## src/rtl/pwm_seq_pkg.sv

```systemverilog
// Shared types and helpers for the PWM frequency sequencer.
// The helpers take 32-bit operands so every parameterisation can use them.
package pwm_seq_pkg;

    typedef enum logic {
        IDLE = 1'b0,
        RUN  = 1'b1
    } seq_state_t;

    // Active phase count: 0 means 1 phase, anything above the table depth means all of it.
    function automatic logic [31:0] clamp_len(input logic [31:0] len, input logic [31:0] depth);
        logic [31:0] result;
        if (len == 32'd0)
            result = 32'd1;
        else if (len > depth)
            result = depth;
        else
            result = len;
        return result;
    endfunction

    // A repeat count of 0 dwells for a single done pulse, the same as 1.
    function automatic logic [31:0] norm_rep(input logic [31:0] rep);
        return (rep == 32'd0) ? 32'd1 : rep;
    endfunction

endpackage

```

## src/rtl/pwm_dwell_counter.sv

```systemverilog
// Counts done pulses within one phase.
// terminal is high when the next counted pulse completes the phase.
module pwm_dwell_counter #(
    parameter int RW = 8
) (
    input  logic          clk,
    input  logic          reset,
    input  logic          clear,
    input  logic          inc,
    input  logic [RW-1:0] limit,
    output logic          terminal
);

    logic [RW-1:0] count_q;
    logic [RW:0]   count_plus_one;

    // The compare is one bit wider, so a limit of 2^RW-1 still terminates.
    assign count_plus_one = {1'b0, count_q} + {{RW{1'b0}}, 1'b1};
    assign terminal       = (count_plus_one >= {1'b0, limit});

    always_ff @(posedge clk) begin
        if (reset || clear)
            count_q <= '0;
        else if (inc)
            count_q <= count_q + {{(RW-1){1'b0}}, 1'b1};
    end

endmodule

```

## src/rtl/pwm_freq_sequencer.sv

```systemverilog
// Steps the PWM period word through a table of phases, each held for a set
// number of done pulses, once or in a loop; start/stop/done are one-cycle pulses.
module pwm_freq_sequencer
    import pwm_seq_pkg::*;
#(
    parameter int WIDTH = 32,
    parameter int DEPTH = 4,
    parameter int RW    = 8,
    parameter int LW    = $clog2(DEPTH+1)
) (
    input  logic                     clk,
    input  logic                     reset,
    input  logic [DEPTH*WIDTH-1:0]   freq_tbl,
    input  logic [DEPTH*RW-1:0]      rep_tbl,
    input  logic [LW-1:0]            len,
    input  logic                     loop_en,
    input  logic                     start,
    input  logic                     stop,
    input  logic                     done,
    output logic [WIDTH-1:0]         freq_out,
    output logic [$clog2(DEPTH)-1:0] phase_idx,
    output logic                     busy,
    output logic                     seq_end
);

    localparam int PW = $clog2(DEPTH);

    seq_state_t     state_q, state_d;
    logic [PW-1:0]  phase_q, phase_d;
    logic [LW-1:0]  len_q, len_d;
    logic           loop_q, loop_d;
    logic           seq_end_q, seq_end_d;
    logic [WIDTH-1:0] freq_q;

    logic [WIDTH-1:0] freq_arr [DEPTH];
    logic [RW-1:0]    rep_arr  [DEPTH];
    logic [RW-1:0]    rep_cur;
    logic             cnt_clear, cnt_inc, cnt_terminal;
    logic             last_phase;

    for (genvar i = 0; i < DEPTH; i++) begin : g_unpack
        assign freq_arr[i] = freq_tbl[i*WIDTH +: WIDTH];
        assign rep_arr[i]  = rep_tbl[i*RW +: RW];
    end

    assign rep_cur    = RW'(norm_rep(32'(rep_arr[phase_q])));
    assign last_phase = (LW'(phase_q) == (len_q - {{(LW-1){1'b0}}, 1'b1}));

    pwm_dwell_counter #(.RW(RW)) u_dwell (
        .clk      (clk),
        .reset    (reset),
        .clear    (cnt_clear),
        .inc      (cnt_inc),
        .limit    (rep_cur),
        .terminal (cnt_terminal)
    );

    // stop outranks done and start; in IDLE a coincident done is dropped.
    always_comb begin
        state_d   = state_q;
        phase_d   = phase_q;
        len_d     = len_q;
        loop_d    = loop_q;
        seq_end_d = 1'b0;
        cnt_clear = 1'b0;
        cnt_inc   = 1'b0;
        case (state_q)
            IDLE: begin
                phase_d   = '0;
                cnt_clear = 1'b1;
                if (start && !stop) begin
                    state_d = RUN;
                    len_d   = LW'(clamp_len(32'(len), 32'(DEPTH)));
                    loop_d  = loop_en;
                end
            end
            RUN: begin
                if (stop) begin
                    state_d   = IDLE;
                    phase_d   = '0;
                    cnt_clear = 1'b1;
                end else if (done) begin
                    if (!cnt_terminal) begin
                        cnt_inc = 1'b1;
                    end else begin
                        cnt_clear = 1'b1;
                        if (last_phase) begin
                            seq_end_d = 1'b1;
                            phase_d   = '0;
                            if (!loop_q)
                                state_d = IDLE;
                        end else begin
                            phase_d = phase_q + {{(PW-1){1'b0}}, 1'b1};
                        end
                    end
                end
            end
            default: begin
                state_d   = IDLE;
                phase_d   = '0;
                cnt_clear = 1'b1;
            end
        endcase
    end

    // freq_out follows the next phase so a phase change reaches the counter one cycle after done.
    always_ff @(posedge clk) begin
        if (reset) begin
            state_q   <= IDLE;
            phase_q   <= '0;
            len_q     <= {{(LW-1){1'b0}}, 1'b1};
            loop_q    <= 1'b0;
            seq_end_q <= 1'b0;
            freq_q    <= freq_arr[0];
        end else begin
            state_q   <= state_d;
            phase_q   <= phase_d;
            len_q     <= len_d;
            loop_q    <= loop_d;
            seq_end_q <= seq_end_d;
            freq_q    <= freq_arr[phase_d];
        end
    end

    assign freq_out  = freq_q;
    assign phase_idx = phase_q;
    assign busy      = (state_q == RUN);
    assign seq_end   = seq_end_q;

endmodule

```

## config.mk

```make
export PLATFORM = sky130hd
export DESIGN_NAME = pwm_freq_sequencer
export DESIGN_NICKNAME = d
export VERILOG_FILES = /design/src/rtl/pwm_seq_pkg.sv /design/src/rtl/pwm_dwell_counter.sv /design/src/rtl/pwm_freq_sequencer.sv
export SDC_FILE = /design/constraint.sdc
export NUM_CORES = 1
export LEC_CHECK = 0
export CORE_ASPECT_RATIO = 0.9
export CORE_MARGIN = 2
export CORE_UTILIZATION = 41
export CTS_BUF_LIST = sky130_fd_sc_hd__clkbuf_8
export DETAILED_ROUTE_END_ITERATION = 7
export MAX_ROUTING_LAYER = met4
export PLACE_DENSITY = 0.88
export SETUP_SLACK_MARGIN = 0.2
export SYNTH_ARGS = -nofsm -noshare
export SYNTH_HDL_FRONTEND = slang
export SYNTH_SLANG_ARGS = --single-unit
export TNS_END_PERCENT = 10
```

## constraint.sdc

```tcl
create_clock -name clk -period 7.1 [get_ports clk]
set_clock_uncertainty 0.1 [all_clocks]
set_input_delay 1.065 -clock clk [delete_from_list [all_inputs] [get_ports clk]]
set_output_delay 1.065 -clock clk [all_outputs]
set_load 0.005 [all_outputs]
```

==> results.yml, run 1 <==
status:
  status: "finished clean"
global_routing:
  grt_pass1_wl_mm: 17.4
  grt_pass1_vias: 3633
  grt_max_degree: 71
  grt_use_total_pct: 25.2
  antenna_found_initial: 0
  grt_overflow_total: 0
power_and_ir_drop:
  comb_power_share_pct: 26.6
  p_leak_uw: 0.00229
  finalPower_uw: 612
  switching_power_uw: 144
  peakVddDrop_mv: 0.0764
  powerDensity_nw_per_um2: 113
  switching_share_pct: 23.6
  intPower_uw: 468
  p_clk_share_pct: 27.0
  seqPwrFrac_pct: 46.4
cts:
  numCtsBuffers: 5
  clock_sinks: 48
  post-cts-setup-buffers: 0
  cts-root-buf: "clkbuf_8"
  cts_tree: "done"
  ctsLongestPathBuffers: 2
  path_clk_slew_ns: 0.09
  postCtsHoldBufs: 0
  ctsResizeCount: 0
  htreeDepth: 2
  clk-insertion-delay-late_ns: 0.29
route:
  dr.pass1.iters: 6
  wl_mm: 11.3
  drc: 0
  via_per_inst: 5.87
  vias: 3791
  ant_nets: 0
  wl_per_cell_um: 17.4
  drt-initial-drc-count: 153
sta:
  fin_hold_ws_ns: 0.420
  tns_ns: 0
  finalCriticalPeriod_ns: 4.89
  slew_headroom_pct: 20.4
  drv_slew: 0
  hold_viol_final: 0
  tightest_slew_ns: 1.19
  rsz0062_at_grt: "false"
  setup_ws_ns: 2.21
  period_share_pct: 68.8
  setup_viol_count_final: 0
  fmax_ghz: 0.205
cells_and_area:
  layout-drive-gt1-share_pct: 5.45
  final.fill_count: 601
  areaGrowthSynthToFinish_pct: 65.8
  nets: 728
  antennaDiodeCount: 0
  seq_area_um2: 962
  multi_input_area_um2: 2110
floorplanning:
  die_h_um: 88.7
  rows: 30
  fp.dieW_um: 98.1
  start_util_pct: 42.9
  design.core.area_um2: 7620
  dieArea_um2: 8700
  pin_count: 205
logic_synthesis:
  synthCells: 362
  synth_cell_types: 39
  ys.flop_type: "dfxtp_1"
  yosysWarnings: 0
  synth_edf_count: 0
  seq_area_frac_synth_pct: 29.4
  syn-num-nets: 541
  synthArstFlopShare_pct: 0
  synth.cell_area_um2: 3270
  avgSynthCellArea_um2: 9.02
  synth-seq-cells: 48
hold_path:
  hold_path.class: "flip-flop to flip-flop"
  hp-start: "loop_q$_SDFFE_PP0P_"
worst_setup_path:
  cp-end-kind: "flip-flop"
  path_class: "primary input to flip-flop"
  regToRegStartpoint: "phase_idx[0]$_SDFF_PP0_"
  worstPathRequired_ns: 7.24
  crit_arrival_ns: 5.02
  cp_max_fo: 32
  cp-start-kind: "primary input"
  rrSetupSlack_ns: 2.40
  startpoint: "rep_tbl[25]"
placement:
  post-place-ws_ns: 1.89
  place.gp.congestion: 0.899
  port_buffers: 204
  hpwl_mm: 8.70
job:
  cap_violations: 0
[kinds of logic after synthesis]
| group | Yosys count | synth area share (%) |
|---|---|---|
| AOI/OAI and AO/OA | 120 | 28.9 |
| xor gates and xnor gates | 13 | 3.49 |
| adders and majority gates | 10 | 3.83 |
| buffers and inverters | 44 | 6.63 |
| DFF | 48 | 29.4 |
| muxes | 44 | 16.5 |
| and+or+nand+nor | 83 | 11.2 |
[cells in the mapped netlist (3+ instances only)]
cell type / n / area share, %
a21oi_1: 37 / 5.7
a221o_1: 32 / 9.8
a221oi_1: 32 / 8.6
and3_1: 3 / 0.57
buf_2: 11 / 1.7
buf_4: 4 / 0.92
buf_6: 3 / 1.0
clkbuf_1: 11 / 1.3
dfxtp_1: 48 / 29
ha_1: 10 / 3.8
inv_1: 14 / 1.6
mux2i_1: 36 / 11
mux4_2: 8 / 5.5
nand2_1: 38 / 4.4
nand2b_1: 3 / 0.57
nand3_1: 10 / 1.5
nor2_1: 19 / 2.2
nor3_1: 3 / 0.46
xnor2_1: 8 / 2.1
xor2_1: 5 / 1.3
[sequential cells by signal, indices dropped and copies added (netlist names)]
| register | cells |
|---|---|
| loop_q | 1 |
| freq_out | 32 |
| len_q | 3 |
| seq_end | 1 |
| u_dwell.count_q | 8 |
| phase_idx | 2 |
| busy | 1 |
[critical path, stage by stage]
cell,delay [ns]
clkdlybuf4s50_1,0.39
mux4_2,0.49
nor4_1,0.28
a41o_1,0.20
ha_1,0.21
nand2b_1,0.14
nand3_1,0.07
a21oi_1,0.20
o21ai_4,0.55
buf_4,0.47
mux2i_1,0.20
nor3_4,0.14
buf_4,0.36
a221o_1,0.23
[final timing paths]
kind	to	cells after the start
max	freq_out[21]$_DFF_P_	14
max reg2reg	freq_out[21]$_DFF_P_	14
min reg2reg	loop_q$_SDFFE_PP0P_	2
min	loop_q$_SDFFE_PP0P_	2
[power by group through the flow]
stage | Combinational (uW) | Clock [uW] | Sequential [uW]
after CTS | 163 | 167 | 284
after global routing | 174 | 179 | 285
final | 163 | 165 | 284
after floorplan | 35.3 | 0 | 291
after global placement | 158 | 0 | 290
after detailed placement | 162 | 0 | 290
[through the flow]
step                utilization, %  cells  instance area, um2
global route                  71.1    646                5420
finish                        71.1    646                5420
CTS                           71.1    646                5420
global placement              69.9    638                5330
detailed placement            69.9    638                5330
floorplan                        -    362                3270
[routing by layer]
metal / share of wire [%] / global-route usage [%] / wire length (um) / up-vias
met1: 41 / 29.6 / 4640 / 1805
li1: - / - / - / 1777
met2: 49 / 45.1 / 5550 / 194
met4: 1.6 / 5.93 / 175 / 0
met5: 0 / - / 0 / -
met3: 8.0 / 4.98 / 899 / 15
[cells in the final DEF, fill, tap and decap left out, types with 2 or more instances in the layout]
master | Yosys | layout
mux2i_1 | 36 | 36
nand3_1 | 10 | 10
o21ai_2 | 2 | 2
nor3_1 | 3 | 3
nand2b_1 | 3 | 3
nor2_1 | 19 | 19
clkdlybuf4s50_1 | 0 | 204
or2_2 | 2 | 2
dfxtp_1 | 48 | 47
nor4_1 | 2 | 2
xnor2_1 | 8 | 8
clkbuf_8 | 0 | 5
and3_1 | 3 | 3
a32oi_1 | 2 | 2
a21oi_1 | 37 | 37
ha_1 | 10 | 10
a221o_1 | 32 | 32
xor2_1 | 5 | 5
a31oi_1 | 2 | 2
a21o_1 | 2 | 2
nand2_1 | 38 | 38
buf_4 | 4 | 6
mux4_2 | 8 | 8
o21ai_0 | 2 | 2
a221oi_1 | 32 | 32
inv_1 | 14 | 15
[layout make-up]
| cell class | count | area share, % |
|---|---|---|
| Timing Repair Buffer | 210 | 38.5 |
| Clock buffer | 5 | 1.27 |
| Multi-Input combinational cell | 270 | 38.9 |
| Sequential cell | 48 | 17.8 |
| Inverter | 14 | 0.970 |
| Tap cell | 96 | 2.22 |
| Clock inverter | 3 | 0.370 |
Power figures use the tool's default switching activity.
==> inputs of run 2 (changes only) <==
--- a/config.mk
+++ b/config.mk
@@ -7,11 +7,11 @@
 export LEC_CHECK = 0
 export CORE_ASPECT_RATIO = 0.9
 export CORE_MARGIN = 2
-export CORE_UTILIZATION = 41
+export CORE_UTILIZATION = 35
 export CTS_BUF_LIST = sky130_fd_sc_hd__clkbuf_8
 export DETAILED_ROUTE_END_ITERATION = 7
 export MAX_ROUTING_LAYER = met4
-export PLACE_DENSITY = 0.88
+export PLACE_DENSITY = 0.8
 export SETUP_SLACK_MARGIN = 0.2
 export SYNTH_ARGS = -nofsm -noshare
 export SYNTH_HDL_FRONTEND = slang
==> constraint.sdc (replaced) <==
create_clock -name clk -period 4 [get_ports clk]
set_clock_uncertainty 0.1 [all_clocks]
set_input_delay 0.6 -clock clk [delete_from_list [all_inputs] [get_ports clk]]
set_output_delay 0.6 -clock clk [all_outputs]
set_load 0.005 [all_outputs]
==> run 2 against run 1 <==
Effect of this change: clock power up 110%; via count up 2.9%; cell area up 9.7%; global-route usage down 2.5 points; flip-flop and latch count unchanged; hold slack better by 0.028 ns; setup slack worse by 1.9 ns; critical path depth unchanged; non-clock buffer count up 21; register-to-register slack worse by 2.0 ns; first-iteration DRC count up 27%.
==> results.yml, run 2 (synthesis gave the netlist of run 1 again) <==
status:
  status: "finished clean"
cells_and_area:
  layout-drive-gt1-share_pct: 11.7
  areaGrowthSynthToFinish_pct: 81.8
  final_area_um2: 5940
  nets: 749
  largest_reg_flops: 32
  final_cell_mix: "clkdlybuf4s50_1 (200), dfxtp_1 (44), nand2_1 (38)"
  final_common_cell: "clkdlybuf4s50_1"
  antennaDiodeCount: 0
  finalCoreUtilization_pct: 65.4
floorplanning:
  rows: 33
  fp.dieW_um: 106
  pin_count: 205
  design.core.area_um2: 9080
  die_h_um: 95.7
  dieArea_um2: 10100
  start_util_pct: 36.0
sta:
  setup_ws_ns: 0.307
  fmax_ghz: 0.271
  rsz0062_at_grt: "false"
  tightest_slew_ns: 0.799
  finalCriticalPeriod_ns: 3.69
  period_share_pct: 92.3
  setup_viol_count_final: 0
  hold_viol_final: 0
  drv_slew: 0
  slew_headroom_pct: 46.6
worst_setup_path:
  regToRegStartpoint: "phase_idx[0]$_SDFF_PP0_"
  worstPathRequired_ns: 4.09
  regToRegEndpoint: "freq_out[13]$_DFF_P_"
  cp_common_cell: "a21oi_2"
  crit_arrival_ns: 3.79
  cp_slowest_cell: "mux4_2"
  critPathMaxStageDelay_ns: 0.49
  r2r_cells: 13
  crit_chain: "clkdlybuf4s50_1, mux4_2, nor4_2, a41o_1, ha_1, nand2b_4, nand3_2, a21oi_2, buf_6, o21ai_4, a21oi_2, a211o_4, clkbuf_16, a221o_1"
  cp-end-kind: "flip-flop"
  cp_max_fo: 8
  cp-start-kind: "primary input"
  rrSetupSlack_ns: 0.37
  path_class: "primary input to flip-flop"
route:
  wl_mm: 13.1
  vias: 3900
  ant_nets: 0
  via_per_inst: 5.63
  wl_per_cell_um: 18.8
  dr.pass1.iters: 4
  drt-initial-drc-count: 195
  drc: 0
cts:
  htreeDepth: 2
  postCtsHoldBufs: 0
  clock_sinks: 48
  cts-root-buf: "clkbuf_8"
  cts_tree: "done"
  ctsLongestPathBuffers: 2
  numCtsBuffers: 5
  path_clk_slew_ns: 0.09
  clk-insertion-delay-late_ns: 0.30
power_and_ir_drop:
  p_leak_uw: 0.00255
  peakVddDrop_mv: 0.131
  powerDensity_nw_per_um2: 193
  finalPower_uw: 1150
job:
  cap_violations: 0
global_routing:
  grt_pass1_wl_mm: 17.8
  grt_max_degree: 39
  antenna_found_initial: 0
  grt_overflow_total: 0
  grt_use_total_pct: 22.7
  grt_pass1_vias: 3748
placement:
  place.gp.congestion: 0.889
  placed_area_um2: 5490
  port_buffers: 204
  hpwl_mm: 8.93
  post-place-ws_ns: -0.0597
hold_path:
  hp-start: "len_q[2]$_SDFFE_PP0P_"
  min_to: "len_q[2]$_SDFFE_PP0P_"
  hold_path.class: "flip-flop to flip-flop"
  hold_depth: 2
[run 2: worst max-delay path by stage]
stage | start | endpoint | slack [ns] | depth (start not counted)
after floorplan | phase_idx[0]$_SDFF_PP0_ | freq_out[10]$_DFF_P_ | 0.26 | 13
after global placement | rep_tbl[25] | freq_out[28]$_DFF_P_ | 0.009 | 14
after detailed placement | rep_tbl[25] | freq_out[9]$_DFF_P_ | -0.06 | 14
after CTS | rep_tbl[25] | freq_out[9]$_DFF_P_ | 0.20 | 14
after global routing | rep_tbl[20] | freq_out[13]$_DFF_P_ | 0.20 | 14
final | rep_tbl[20] | freq_out[13]$_DFF_P_ | 0.31 | 14
[run 2: report_power, final]
| group | internal (uW) | leakage (uW) | switching (uW) | total [uW] |
|---|---|---|---|---|
| combinational | 213 | 0.00209 | 82.1 | 295 |
| sequential | 496 | 0.000402 | 6.80 | 503 |
| clock | 183 | 0.0000593 | 167 | 351 |
| total | 893 | 0.00255 | 256 | 1150 |
[run 2: final cells by class]
cell class / count / area, um2
Sequential cell: 48 / 968
Inverter: 14 / 52.6
Timing Repair Buffer: 231 / 2440
Fill cell: 749 / 3140
Clock inverter: 3 / 38.8
Tap cell: 122 / 153
Clock buffer: 5 / 68.8
Multi-Input combinational cell: 270 / 2220
[run 2: repair_timing]
| item | in CTS | in global routing |
|---|---|---|
| pin swaps | 0 | 10 |
| cloned | 0 | 7 |
| setup endpoints to repair | 31 | 33 |
| resized for setup | 1 | 28 |
| endpoints found under the hold margin | 0 | 0 |
| buffers inserted | 0 | 5 |
[run 2: metrics by stage]
| step | std cells | setup TNS [ns] | hold WS [ns] |
|---|---|---|---|
| after global placement | 673 | 0 | 0.382 |
| after floorplan | 362 | 0 | 0.362 |
| after global routing | 693 | 0 | 0.490 |
| after CTS | 681 | 0 | 0.420 |
| final | 693 | 0 | 0.448 |
| after detailed placement | 673 | -0.883 | 0.407 |
[run 2: routing by layer]
metal,track usage [%],up-vias,wire length [um]
li1,-,1830,-
met1,24.1,1875,5250
met2,42.6,177,6680
met5,-,-,0
met4,6.80,0,193
met3,5.13,18,939
[run 2: critical path, delay by kind of cell]
kind | cells | cell delay [ns]
AOI/OAI and AO/OA | 6 | 1.28
adders and majority gates | 1 | 0.23
buffers and inverters | 3 | 0.73
muxes | 1 | 0.49
and+or+nand+nor | 3 | 0.45
==> inputs of run 3 (changes only) <==
--- a/config.mk
+++ b/config.mk
@@ -12,6 +12,7 @@
 export DETAILED_ROUTE_END_ITERATION = 7
 export MAX_ROUTING_LAYER = met4
 export PLACE_DENSITY = 0.8
+export RECOVER_POWER = 50
 export SETUP_SLACK_MARGIN = 0.2
 export SYNTH_ARGS = -nofsm -noshare
 export SYNTH_HDL_FRONTEND = slang
==> run 3 against run 2 <==
Effect of this change: die area is the same; hold slack hardly changed; fmax fell by 0.26%; combinational power is 2% lower; wire length down 0.37%; first-iteration DRC count decreased by 11%; critical path type unchanged; largest cell class unchanged.
==> results.yml, run 3 (synthesis gave the netlist of run 1 again) <==
power_and_ir_drop:
  comb_power_share_pct: 25.3
  switching_share_pct: 22.3
  intPower_uw: 886
  powerDensity_nw_per_um2: 192
  peakVddDrop_mv: 0.131
  seqPwrFrac_pct: 44.1
  switching_power_uw: 254
  p_leak_uw: 0.00256
  finalPower_uw: 1140
  p_clk_share_pct: 30.7
sta:
  tns_ns: 0
  hold_viol_final: 0
  tightest_slew_ns: 1.07
  setup_viol_count_final: 0
  rsz0062_at_grt: "false"
  fmax_ghz: 0.270
  period_share_pct: 92.6
  slew_headroom_pct: 28.5
  setup_ws_ns: 0.297
  finalCriticalPeriod_ns: 3.70
  drv_slew: 0
cts:
  htreeDepth: 2
  clock_sinks: 48
  cts_tree: "done"
  cts-root-buf: "clkbuf_8"
  ctsLongestPathBuffers: 2
  clk-insertion-delay-late_ns: 0.30
  postCtsHoldBufs: 0
  path_clk_slew_ns: 0.09
  numCtsBuffers: 5
worst_setup_path:
  worstPathRequired_ns: 4.09
  path_class: "primary input to flip-flop"
  crit_arrival_ns: 3.79
  cp-start-kind: "primary input"
  cp_max_fo: 8
  cp-end-kind: "flip-flop"
cells_and_area:
  final.fill_count: 750
  fin_cells: 693
  antennaDiodeCount: 0
  nets: 749
  areaGrowthSynthToFinish_pct: 81.5
  largest_reg_flops: 32
  final_cell_mix: "clkdlybuf4s50_1 (165), dfxtp_1 (44), nand2_1 (38)"
  multi_input_area_um2: 2220
  layout-drive-gt1-share_pct: 11.4
  finalCoreUtilization_pct: 65.3
  seq_area_um2: 968
  final_common_cell: "clkdlybuf4s50_1"
route:
  drt-initial-drc-count: 173
  via_per_inst: 5.56
  drc: 0
  route.met3.wl_mm: 1.03
  wl_per_cell_um: 18.8
  vias: 3852
  dr.pass1.iters: 6
  wl_met2_mm: 6.69
  top_layer: "met4"
  ant_nets: 0
  wl_mm: 13.0
  wl_met1_mm: 5.12
global_routing:
  grt_max_degree: 39
  antenna_found_initial: 0
  grt_use_total_pct: 22.7
  grt_overflow_total: 0
  grt_pass1_vias: 3748
  grt_pass1_wl_mm: 17.8
floorplanning:
  dieArea_um2: 10100
  pin_count: 205
  rows: 33
  fp.dieW_um: 106
  die_h_um: 95.7
  start_util_pct: 36.0
  design.core.area_um2: 9080
status:
  status: "finished clean"
hold_path:
  hold_path.class: "flip-flop to flip-flop"
placement:
  hpwl_mm: 8.93
  port_buffers: 204
  place.gp.congestion: 0.889
  placed_cells: 673
  post-place-ws_ns: -0.0597
job:
  cap_violations: 0
run 3: what timing repair did:
item | 4_1_cts | 5_1_grt
buffers inserted | 0 | 5
setup endpoints to repair | 31 | 33
hold endpoints to repair | 0 | 0
pin swaps | 0 | 10
gates cloned | 0 | 7
gates resized for setup | 1 | 28
run 3: worst paths after layout:
check                          startpoint                     to  slack [ns]  depth (start not counted)
hold reg to reg     len_q[2]$_SDFFE_PP0P_  len_q[2]$_SDFFE_PP0P_        0.45                          2
setup reg to reg  phase_idx[0]$_SDFF_PP0_   freq_out[13]$_DFF_P_        0.37                         13
hold / removal      len_q[2]$_SDFFE_PP0P_  len_q[2]$_SDFFE_PP0P_        0.45                          2
setup / recovery              rep_tbl[20]   freq_out[13]$_DFF_P_        0.30                         14
run 3: layout make-up:
| type | count | area share (%) |
|---|---|---|
| Clock inverter | 3 | 0.654 |
| Inverter | 14 | 0.886 |
| Timing Repair Buffer | 231 | 41.0 |
| Multi-Input combinational cell | 270 | 37.4 |
| Tap cell | 122 | 2.57 |
| Clock buffer | 5 | 1.16 |
| Sequential cell | 48 | 16.3 |
run 3: critical path: stages:
cell	delay, ns
clkdlybuf4s50_1	0.41
mux4_2	0.48
nor4_1	0.26
a41o_1	0.20
ha_1	0.23
nand2b_4	0.14
nand3_2	0.06
a21oi_2	0.06
buf_6	0.13
o21ai_4	0.32
a21oi_2	0.06
a211o_4	0.33
clkbuf_16	0.19
a221o_1	0.31
run 3: layer usage:
layer | vias to the layer above | global-route usage (%)
met3 | 12 | 5.13
met5 | - | -
met4 | 0 | 6.80
met1 | 1835 | 24.1
li1 | 1829 | -
met2 | 176 | 42.6
run 3: per-stage QoR:
| stage | hold WS (ns) | area, um2 |
|---|---|---|
| after floorplan | 0.362 | 3270 |
| after global placement | 0.382 | 5490 |
| after detailed placement | 0.407 | 5490 |
| after CTS | 0.420 | 5600 |
| after global routing | 0.490 | 5930 |
| final | 0.448 | 5930 |
run 3: power groups by stage:
stage	logic, uW	registers (uW)	clock network (uW)
finish	288	502	350
global route	307	504	382
CTS	291	504	359
detailed placement	290	516	0
global placement	281	515	0
floorplan	62.6	516	0
